[config.mk]
export PLATFORM = sky130hd
export DESIGN_NAME = ram_fifo_ctrl
export DESIGN_NICKNAME = d
export VERILOG_FILES = /design/src/rtl/ram_fifo_pkg.sv /design/src/rtl/ram_fifo_ptr.sv /design/src/rtl/ram_fifo_ctrl.sv
export SDC_FILE = /design/constraint.sdc
export NUM_CORES = 1
export LEC_CHECK = 0
export CAP_MARGIN = 20
export CORE_ASPECT_RATIO = 2
export CORE_MARGIN = 8
export CORE_UTILIZATION = 47
export CTS_BUF_LIST = sky130_fd_sc_hd__clkbuf_16
export DETAILED_ROUTE_END_ITERATION = 16
export GPL_ROUTABILITY_DRIVEN = 0
export PLACE_DENSITY = 0.79
export REMOVE_ABC_BUFFERS = 1
export SETUP_SLACK_MARGIN = 0.15
export SLEW_MARGIN = 20
export SYNTH_ARGS = -nofsm -noshare
export SYNTH_HDL_FRONTEND = slang
export SYNTH_SLANG_ARGS = --single-unit
[constraint.sdc]
create_clock -name clk -period 3.45 [get_ports clk]
set_input_delay 0.5175 -clock clk [delete_from_list [all_inputs] [get_ports clk]]
set_output_delay 0.5175 -clock clk [all_outputs]
set_load 0.02 [all_outputs]
[src/rtl/ram_fifo_pkg.sv]
// Shared widths and controller state encoding for the RAM-backed FIFO.
package ram_fifo_pkg;
  localparam int DATA_W = 16;
  localparam int ADDR_W = 8;

  localparam logic [2:0] ST_IDLE  = 3'd0;
  localparam logic [2:0] ST_WR    = 3'd1;
  localparam logic [2:0] ST_RD    = 3'd2;
  localparam logic [2:0] ST_WR_RD = 3'd3;
  localparam logic [2:0] ST_RD_WR = 3'd4;
endpackage

[src/rtl/ram_fifo_ptr.sv]
// Wrapping RAM address pointer; rolls over naturally at 2**PTR_W.
module ram_fifo_ptr
  import ram_fifo_pkg::*;
#(
  parameter int PTR_W = ADDR_W
) (
  input  logic             clk,
  input  logic             rst,
  input  logic             i_inc,
  output logic [PTR_W-1:0] o_ptr
);
  logic [PTR_W-1:0] r_ptr;

  always_ff @(posedge clk) begin
    if (rst) r_ptr <= '0;
    else if (i_inc) r_ptr <= r_ptr + 1'b1;
  end

  assign o_ptr = r_ptr;
endmodule

[src/rtl/ram_fifo_ctrl.sv]
// Circular-buffer controller sequencing a passive word RAM into a FIFO.
// RAM strobes, address and write data are registered and held a full cycle.
module ram_fifo_ctrl
  import ram_fifo_pkg::*;
(
  input  logic              clk,
  input  logic              rst,
  input  logic              push,
  input  logic [DATA_W-1:0] push_data,
  input  logic              pop,
  output logic [DATA_W-1:0] pop_data,
  output logic              pop_valid,
  output logic              ready,
  output logic              full,
  output logic              empty,
  output logic [ADDR_W:0]   count,
  output logic              err_ovf,
  output logic              err_udf,
  output logic [ADDR_W-1:0] ram_addr,
  output logic [DATA_W-1:0] ram_d,
  output logic              ram_r,
  output logic              ram_w,
  input  logic [DATA_W-1:0] ram_o
);
  localparam int DEPTH = 2 ** ADDR_W;

  logic [2:0]        r_state;
  logic [ADDR_W:0]   r_count;
  logic [DATA_W-1:0] r_pop_data;
  logic              r_pop_valid;
  logic              r_err_ovf;
  logic              r_err_udf;
  logic [ADDR_W-1:0] r_ram_addr;
  logic [DATA_W-1:0] r_ram_d;
  logic              r_ram_r;
  logic              r_ram_w;

  logic [ADDR_W-1:0] w_wr_ptr;
  logic [ADDR_W-1:0] w_rd_ptr;
  logic              w_wr_inc;
  logic              w_rd_inc;
  logic              w_full;
  logic              w_empty;

  assign w_full   = (r_count == (ADDR_W + 1)'(DEPTH));
  assign w_empty  = (r_count == '0);
  // Pointers advance at the end of the cycle that performs the access.
  assign w_wr_inc = (r_state == ST_WR) || (r_state == ST_WR_RD);
  assign w_rd_inc = (r_state == ST_RD) || (r_state == ST_RD_WR);

  ram_fifo_ptr #(.PTR_W(ADDR_W)) u_wr_ptr (
    .clk   (clk),
    .rst   (rst),
    .i_inc (w_wr_inc),
    .o_ptr (w_wr_ptr)
  );

  ram_fifo_ptr #(.PTR_W(ADDR_W)) u_rd_ptr (
    .clk   (clk),
    .rst   (rst),
    .i_inc (w_rd_inc),
    .o_ptr (w_rd_ptr)
  );

  always_ff @(posedge clk) begin
    if (rst) begin
      r_state     <= ST_IDLE;
      r_count     <= '0;
      r_pop_data  <= '0;
      r_pop_valid <= 1'b0;
      r_err_ovf   <= 1'b0;
      r_err_udf   <= 1'b0;
      r_ram_addr  <= '0;
      r_ram_d     <= '0;
      r_ram_r     <= 1'b0;
      r_ram_w     <= 1'b0;
    end else begin
      r_pop_valid <= 1'b0;
      r_err_ovf   <= 1'b0;
      r_err_udf   <= 1'b0;
      r_ram_r     <= 1'b0;
      r_ram_w     <= 1'b0;

      if (w_wr_inc)      r_count <= r_count + 1'b1;
      else if (w_rd_inc) r_count <= r_count - 1'b1;

      case (r_state)
        ST_IDLE: begin
          if (push && pop) begin
            // ram_d doubles as the write-data latch for the deferred write.
            r_ram_d <= push_data;
            if (w_empty) begin
              r_state    <= ST_WR_RD;
              r_ram_w    <= 1'b1;
              r_ram_addr <= w_wr_ptr;
            end else begin
              r_state    <= ST_RD_WR;
              r_ram_r    <= 1'b1;
              r_ram_addr <= w_rd_ptr;
            end
          end else if (push) begin
            if (w_full) begin
              r_err_ovf <= 1'b1;
            end else begin
              r_state    <= ST_WR;
              r_ram_w    <= 1'b1;
              r_ram_addr <= w_wr_ptr;
              r_ram_d    <= push_data;
            end
          end else if (pop) begin
            if (w_empty) begin
              r_err_udf <= 1'b1;
            end else begin
              r_state    <= ST_RD;
              r_ram_r    <= 1'b1;
              r_ram_addr <= w_rd_ptr;
            end
          end
        end
        ST_WR: r_state <= ST_IDLE;
        ST_RD: begin
          r_state     <= ST_IDLE;
          r_pop_data  <= ram_o;
          r_pop_valid <= 1'b1;
        end
        ST_WR_RD: begin
          r_state    <= ST_RD;
          r_ram_r    <= 1'b1;
          r_ram_addr <= w_rd_ptr;
        end
        ST_RD_WR: begin
          r_state     <= ST_WR;
          r_pop_data  <= ram_o;
          r_pop_valid <= 1'b1;
          r_ram_w     <= 1'b1;
          r_ram_addr  <= w_wr_ptr;
        end
        default: r_state <= ST_IDLE;
      endcase
    end
  end

  assign ready     = (r_state == ST_IDLE);
  assign full      = w_full;
  assign empty     = w_empty;
  assign count     = r_count;
  assign pop_data  = r_pop_data;
  assign pop_valid = r_pop_valid;
  assign err_ovf   = r_err_ovf;
  assign err_udf   = r_err_udf;
  assign ram_addr  = r_ram_addr;
  assign ram_d     = r_ram_d;
  assign ram_r     = r_ram_r;
  assign ram_w     = r_ram_w;
endmodule

==> Yosys cells after proc, flatten, opt, wreduce, memory -nomap -nowiden <==
Index checks and enable logic that the tools add are counted.
{ "totals": {"ff_bits": 73, "output_inout_bits": 57, "word_cells": 73, "inputBits": 36} }
{ "op_classes": {"add_sub_neg": 4, "n_bitwise": 3, "eq_ne": 9, "reduce_logical": 14, "muxes": 31} }
{ "ops": {"columns": ["operator", "count"], "rows": [
  ["two-way mux 16 bit", 3],
  ["two-way mux 8 bit", 6],
  ["case mux 8 bit (3 select lines)", 1],
  ["two-way mux 3 bit", 6],
  ["two-way mux 9 bit", 2],
  ["adder 8 x 1 -> 8 bit, second input constant", 2],
  ["inequality test 4 x 3 -> 1 bit, second input constant", 3],
  ["two-way mux 1 bit", 10],
  ["adder 9 x 1 -> 9 bit, second input constant", 1],
  ["== test 9 bit, second input constant", 1],
  ["zero test 9 bit", 1],
  ["case mux 3 bit (3 select lines)", 1],
  ["subtractor 9 x 1 -> 9 bit, second input constant", 1],
  ["== test 3 x 2 -> 1 bit, second input constant", 2],
  ["AND reduction 3 bit", 2],
  ["OR reduction 5 bit", 1],
  ["case mux 1 bit (2 select lines)", 2],
  ["AND reduction 4 bit", 1],
  ["nonzero test 2 bit", 2],
  ["OR reduction 4 bit", 1],
  ["== test 3 x 1 -> 1 bit, second input constant", 1],
  ["== test 3 bit, second input constant", 1],
  ["zero test 3 bit", 1],
  ["inverter 1 bit", 3],
  ["other kinds (5)", 6]
]} }

==> Logic depth before layout (Yosys ltp) <==
{ "logic_depth": {"word_depth": 6, "depth_mapped": 10, "ltp_nobuf": 8} }

==> Hierarchy <==
A second synthesis with hierarchy kept.
{ "unflattened": {"hier_cells": 356, "hier_area_um2": 3276.9} }
{ "modules_own_cells": {"columns": ["module", "n_inst", "cells_each", "area_per_inst_um2"], "rows": [
  ["ram_fifo_ctrl", 1, 282, 2598.7],
  ["ram_fifo_ptr", 2, 37, 339.1]
]} }

==> Worst setup path after synthesis <==
No wires, ideal clock.
{ "synth_timing": {"path_kind": "reg-to-reg", "start": "register r_state[0]", "end": "register r_count[8], in the netlist count[8]", "path_slack_ns": 0.917, "stages_incl_launch_ff": 11, "n_path_buf": 2, "arrival_time_ns": 2.417, "synth_period_minus_slack_ns": 2.533, "required_time_ns": 3.334, "cell_sequence": "dfxtp_1 > buf_4 > nor2b_1 > buf_2 > inv_1 > fa_1 > a21o_1 > a211o_1 > a2111oi_0 > a211o_1 > nand2_1"} }
{ "synth_between": {"elab_chain_len": 3} }
{ "synth_lines": {"columns": ["element", "line", "source"], "rows": [
  ["from (decl)", "ram_fifo_ctrl.sv:27", "logic [2:0] r_state;"],
  ["from (signal assigned)", "ram_fifo_ctrl.sv:67", "r_state <= ST_IDLE;"],
  ["from (signal assigned)", "ram_fifo_ctrl.sv:93", "r_state <= ST_WR_RD;"],
  ["from (signal assigned)", "ram_fifo_ctrl.sv:97", "r_state <= ST_RD_WR;"],
  ["== test 3 x 1 -> 1 bit (tied with other cells)", "ram_fifo_ctrl.sv:48", "assign w_wr_inc = (r_state == ST_WR) || (r_state == ST_WR_RD);"],
  ["logical OR 1 bit, on equally long branches", "ram_fifo_ctrl.sv:48, ram_fifo_ctrl.sv:49", null],
  ["two-way mux 9 bit / nonzero test 2 bit (equally long branches)", null, null],
  ["to (signal assigned)", "ram_fifo_ctrl.sv:84", "if (w_wr_inc) r_count <= r_count + 1'b1;"],
  ["to (signal assigned)", "ram_fifo_ctrl.sv:85", "else if (w_rd_inc) r_count <= r_count - 1'b1;"],
  ["to (decl)", "ram_fifo_ctrl.sv:28", "logic [ADDR_W:0] r_count;"]
]} }
Several ways; a longest one is shown, not always the timed one.
A chain may end at the register's enable or synchronous reset.

==> Worst setup path after layout <==
Same ends and word-level chain as after synthesis.

==> metrics.md <==
| Metric | Value |
|---|---|
| Layout cells sized above 1 | 7.73% |
| Clock latency on the worst-skew pair | about 0.33 ns |
| GRT overflow | 0 |
| Period utilization | 77.5% |
| CTS tree | yes |
| Maximum clock frequency | 374 MHz |
| Setup TNS | 0 ns |
| Max-slew headroom | 43.5% |
| Clk sinks | 73 |
| Critical path class | reg2reg |
| Power per cell area | 905 mW/mm^2 |
| Final Max Slew Viols | 0 |
| Mapped Avg Cell Area | 9.01 um^2 |
| Drt drc | 0 |
| Leak | 1.71 nW |
| Status | finished clean |
| Post-synth top area share | 45.2% |
| TritonRoute pass-1 iters | 4 |
| Max_cap viols | 0 |
| Hold bufs inserted after CTS | 0 |
| Routed wire length | approximately 7500 um |
| # fillers | 583 |
| Port buffer count | 92 |
| Worst hold path type | reg2reg |
| Initial core utilization | 47.7% |
| Placed Instances | 527 |
| WL per Instance | 13.7 um |
| Antenna diode count | 0 |
| Pre-CTS WS | 0.808 ns |
| CTS Root Cell | clkbuf_16 |
| Unrepaired setup endpoints after global routing | no |
| CTS Buffer Depth | 2 |
| Layout Skew | between 0.005 and 0.006 ns |
| Die H | 133 um |
| CTS Buf Count | 9 |
| Number of synthesized flops with an enable pin | 0 |
| Synth Cell Area | 0.00323 mm^2 |
| Vias in the first global route | ~2700 |
| Via/cell ratio | 5.12 |
| FF-to-FF End | count[8]$_SDFFE_PP0P_ |
| Sequential area share after synthesis | 45.2% |
| Crit path capture type | register |
| Tmin final | 2.67 ns |
| Startpoint types | register |
| Critical path required time | 3.67 ns |
| Top cells by area, synth | dfxtp_1 45%, mux2i_1 7.4%, nand2_1 5.9% |
| VDD IR max | 0.000409 V |
| Nets | 494 |
| Die X-Extent | 74.6 um |
| Yosys warns | 0 |
| Site Rows | 43 |
| Finished Cell Area | 0.00447 mm^2 |
| Layout area overhead | 38.1% |
| Netlist cell types | 43 |
| Top FF cell, synth | dfxtp_1 |
| Flops & latches, synth | 73 |
| Count of final setup violators | 0 |
| CP startpoint | r_state[0]$_SDFFE_PP0P_ |
| Synth Instances | 359 |
| CP arrival | 2.90 ns |
| Post-CTS Setup Bufs | 0 |
| Core Region | 0.00678 mm^2 |
| First-pass GRT wire length | ~13000 um |
| Post-cts resize count | 0 |
| Reg-to-reg startpoint | r_state[0]$_SDFFE_PP0P_ |
| Reg-to-reg setup timing slack | 0.78 ns |
| DP Area | 0.00420 mm^2 |
| Final cell count without fillers | ~540 |
| Largest net degree at the start of global routing | 42 |
| Initial antenna violation count | 0 |
| Antenna Violating Nets Remaining | 0 |
| Initial DRC Count | 187 |
| Final Hold Fails | 0 |
| R2R depth | 8 |
| Die footprint | 0.00995 mm^2 |
| Measured slew at the worst slew-check pin | 0.848 ns |
| Worst-path maximum fanout | 11 |
| I/O pin total | 93 |
| Final worst setup slack | 0.776 ns |
| GRT Total Usage | 16.2% |
| Critical Path Sink | count[8]$_SDFFE_PP0P_ |
| Post-synth top area cell | dfxtp_1 |
| Vias | 2778 |
| Reg clk slew, reported paths | 0.06 ns |
| Asr flop ratio synth | 0% |
| Post-detail-place hpwl | 5470 um |
| H-tree levels | 3 |
==> layout by cell type, fill, tap and decap left out, types with 2 or more instances in the layout <==
cell type        count
nor4_1               6
clkbuf_16            9
clkinv_2             3
buf_4                5
o21ai_0              6
nor2_1              51
nand2b_1             2
clkdlybuf4s50_1     91
nand3b_1             3
and3_1               2
nand3_1              6
nor2b_1              3
nor3_1               6
nand2_1             51
inv_1                6
ha_1                 9
a21o_1               2
xnor2_1              9
a21oi_1             30
dfxtp_1             73
nand4_1              7
xor2_1              10
a211oi_2            10
or4_1                2
mux2i_1             24
a211oi_1             2
or3_1                5
a211o_1              3
==> synthesized netlist by cell type (6+ instances only) <==
| library cell | instances |
|---|---|
| nand2_1 | 51 |
| o21ai_0 | 6 |
| nor2_1 | 51 |
| nor4_1 | 6 |
| xor2_1 | 10 |
| a211oi_2 | 10 |
| ha_1 | 9 |
| nor3_1 | 6 |
| mux2i_1 | 24 |
| a21oi_1 | 30 |
| dfxtp_1 | 73 |
| nand4_1 | 7 |
| xnor2_1 | 9 |
| clkbuf_1 | 11 |
| nand3_1 | 6 |
==> how the worst min path moves through the flow <==
| stage | from | end | slack (ns) | depth (start not counted) |
|---|---|---|---|---|
| after floorplan | u_wr_ptr.o_ptr[7]$_SDFFE_PP0N_ | u_wr_ptr.o_ptr[7]$_SDFFE_PP0N_ | 0.45 | 2 |
| final | pop_data[11]$_SDFFE_PP0P_ | pop_data[11]$_SDFFE_PP0P_ | 0.45 | 2 |
| after global placement | pop_data[0]$_SDFFE_PP0P_ | pop_data[0]$_SDFFE_PP0P_ | 0.44 | 2 |
| after detailed placement | pop_data[11]$_SDFFE_PP0P_ | pop_data[11]$_SDFFE_PP0P_ | 0.45 | 2 |
| after global routing | pop_data[11]$_SDFFE_PP0P_ | pop_data[11]$_SDFFE_PP0P_ | 0.47 | 2 |
| after CTS | pop_data[11]$_SDFFE_PP0P_ | pop_data[11]$_SDFFE_PP0P_ | 0.45 | 2 |
==> power by group <==
part	internal [mW]	switching [mW]	leakage (nW)	total, mW
logic	0.917	1.10	0.977	2.02
clock network	0.478	0.338	0.134	0.816
registers	1.05	0.157	0.596	1.21
total	2.45	1.60	1.71	4.04
==> layout make-up <==
cell class                      instances  area, um^2  share of cell area [%]
Timing Repair Buffer                   97         953                    21.4
Clock inverter                          7        38.8                   0.869
Sequential cell                        73        1460                    32.7
Inverter                                5        18.8                   0.420
Multi-Input combinational cell        262        1660                    37.1
Tap cell                               90         113                    2.52
Clock buffer                            9         225                    5.04
==> layer usage <==
layer	routed length [um]	track usage [%]	share of wire, %
met5	0	0	0
met2	3170	22.8	42
met1	3290	18.7	44
met3	897	9.56	12
met4	107	7.91	1.4
==> registers in the layout, summed over array words and instances, names as in the netlist, 3 cells and up <==
signal and cells:
count 9, u_rd_ptr.o_ptr 8, ram_d 16, r_state 3
ram_addr 8, u_wr_ptr.o_ptr 8, pop_data 16
==> per-stage QoR <==
stage	hold slack, ns	utilization [%]	power (mW)
CTS	0.454	65.9	4.10
detailed placement	0.446	62.0	3.26
global route	0.470	65.9	4.33
floorplan	0.452	-	2.53
finish	0.451	65.9	4.04
global placement	0.440	62.0	3.23
==> kinds of logic after synthesis <==
| kind of cell | Yosys count | synth area share, % |
|---|---|---|
| fa+ha+maj | 10 | 4.10 |
| flops | 73 | 45.2 |
| simple gates | 147 | 20.5 |
| xor+xnor | 19 | 5.15 |
| compound gates | 62 | 14.0 |
| buf+inv | 24 | 3.60 |
| mux | 24 | 7.43 |
==> critical path: stages, from the launching register on <==
cell and delay [ns]:
dfxtp_1 0.50, nor2b_1 0.21, inv_1 0.19, fa_1 0.45
a21o_1 0.19, a211o_1 0.30, a2111oi_0 0.52, a211o_1 0.17
nand2_1 0.04
No activity file was read; power rests on OpenSTA's default activity.
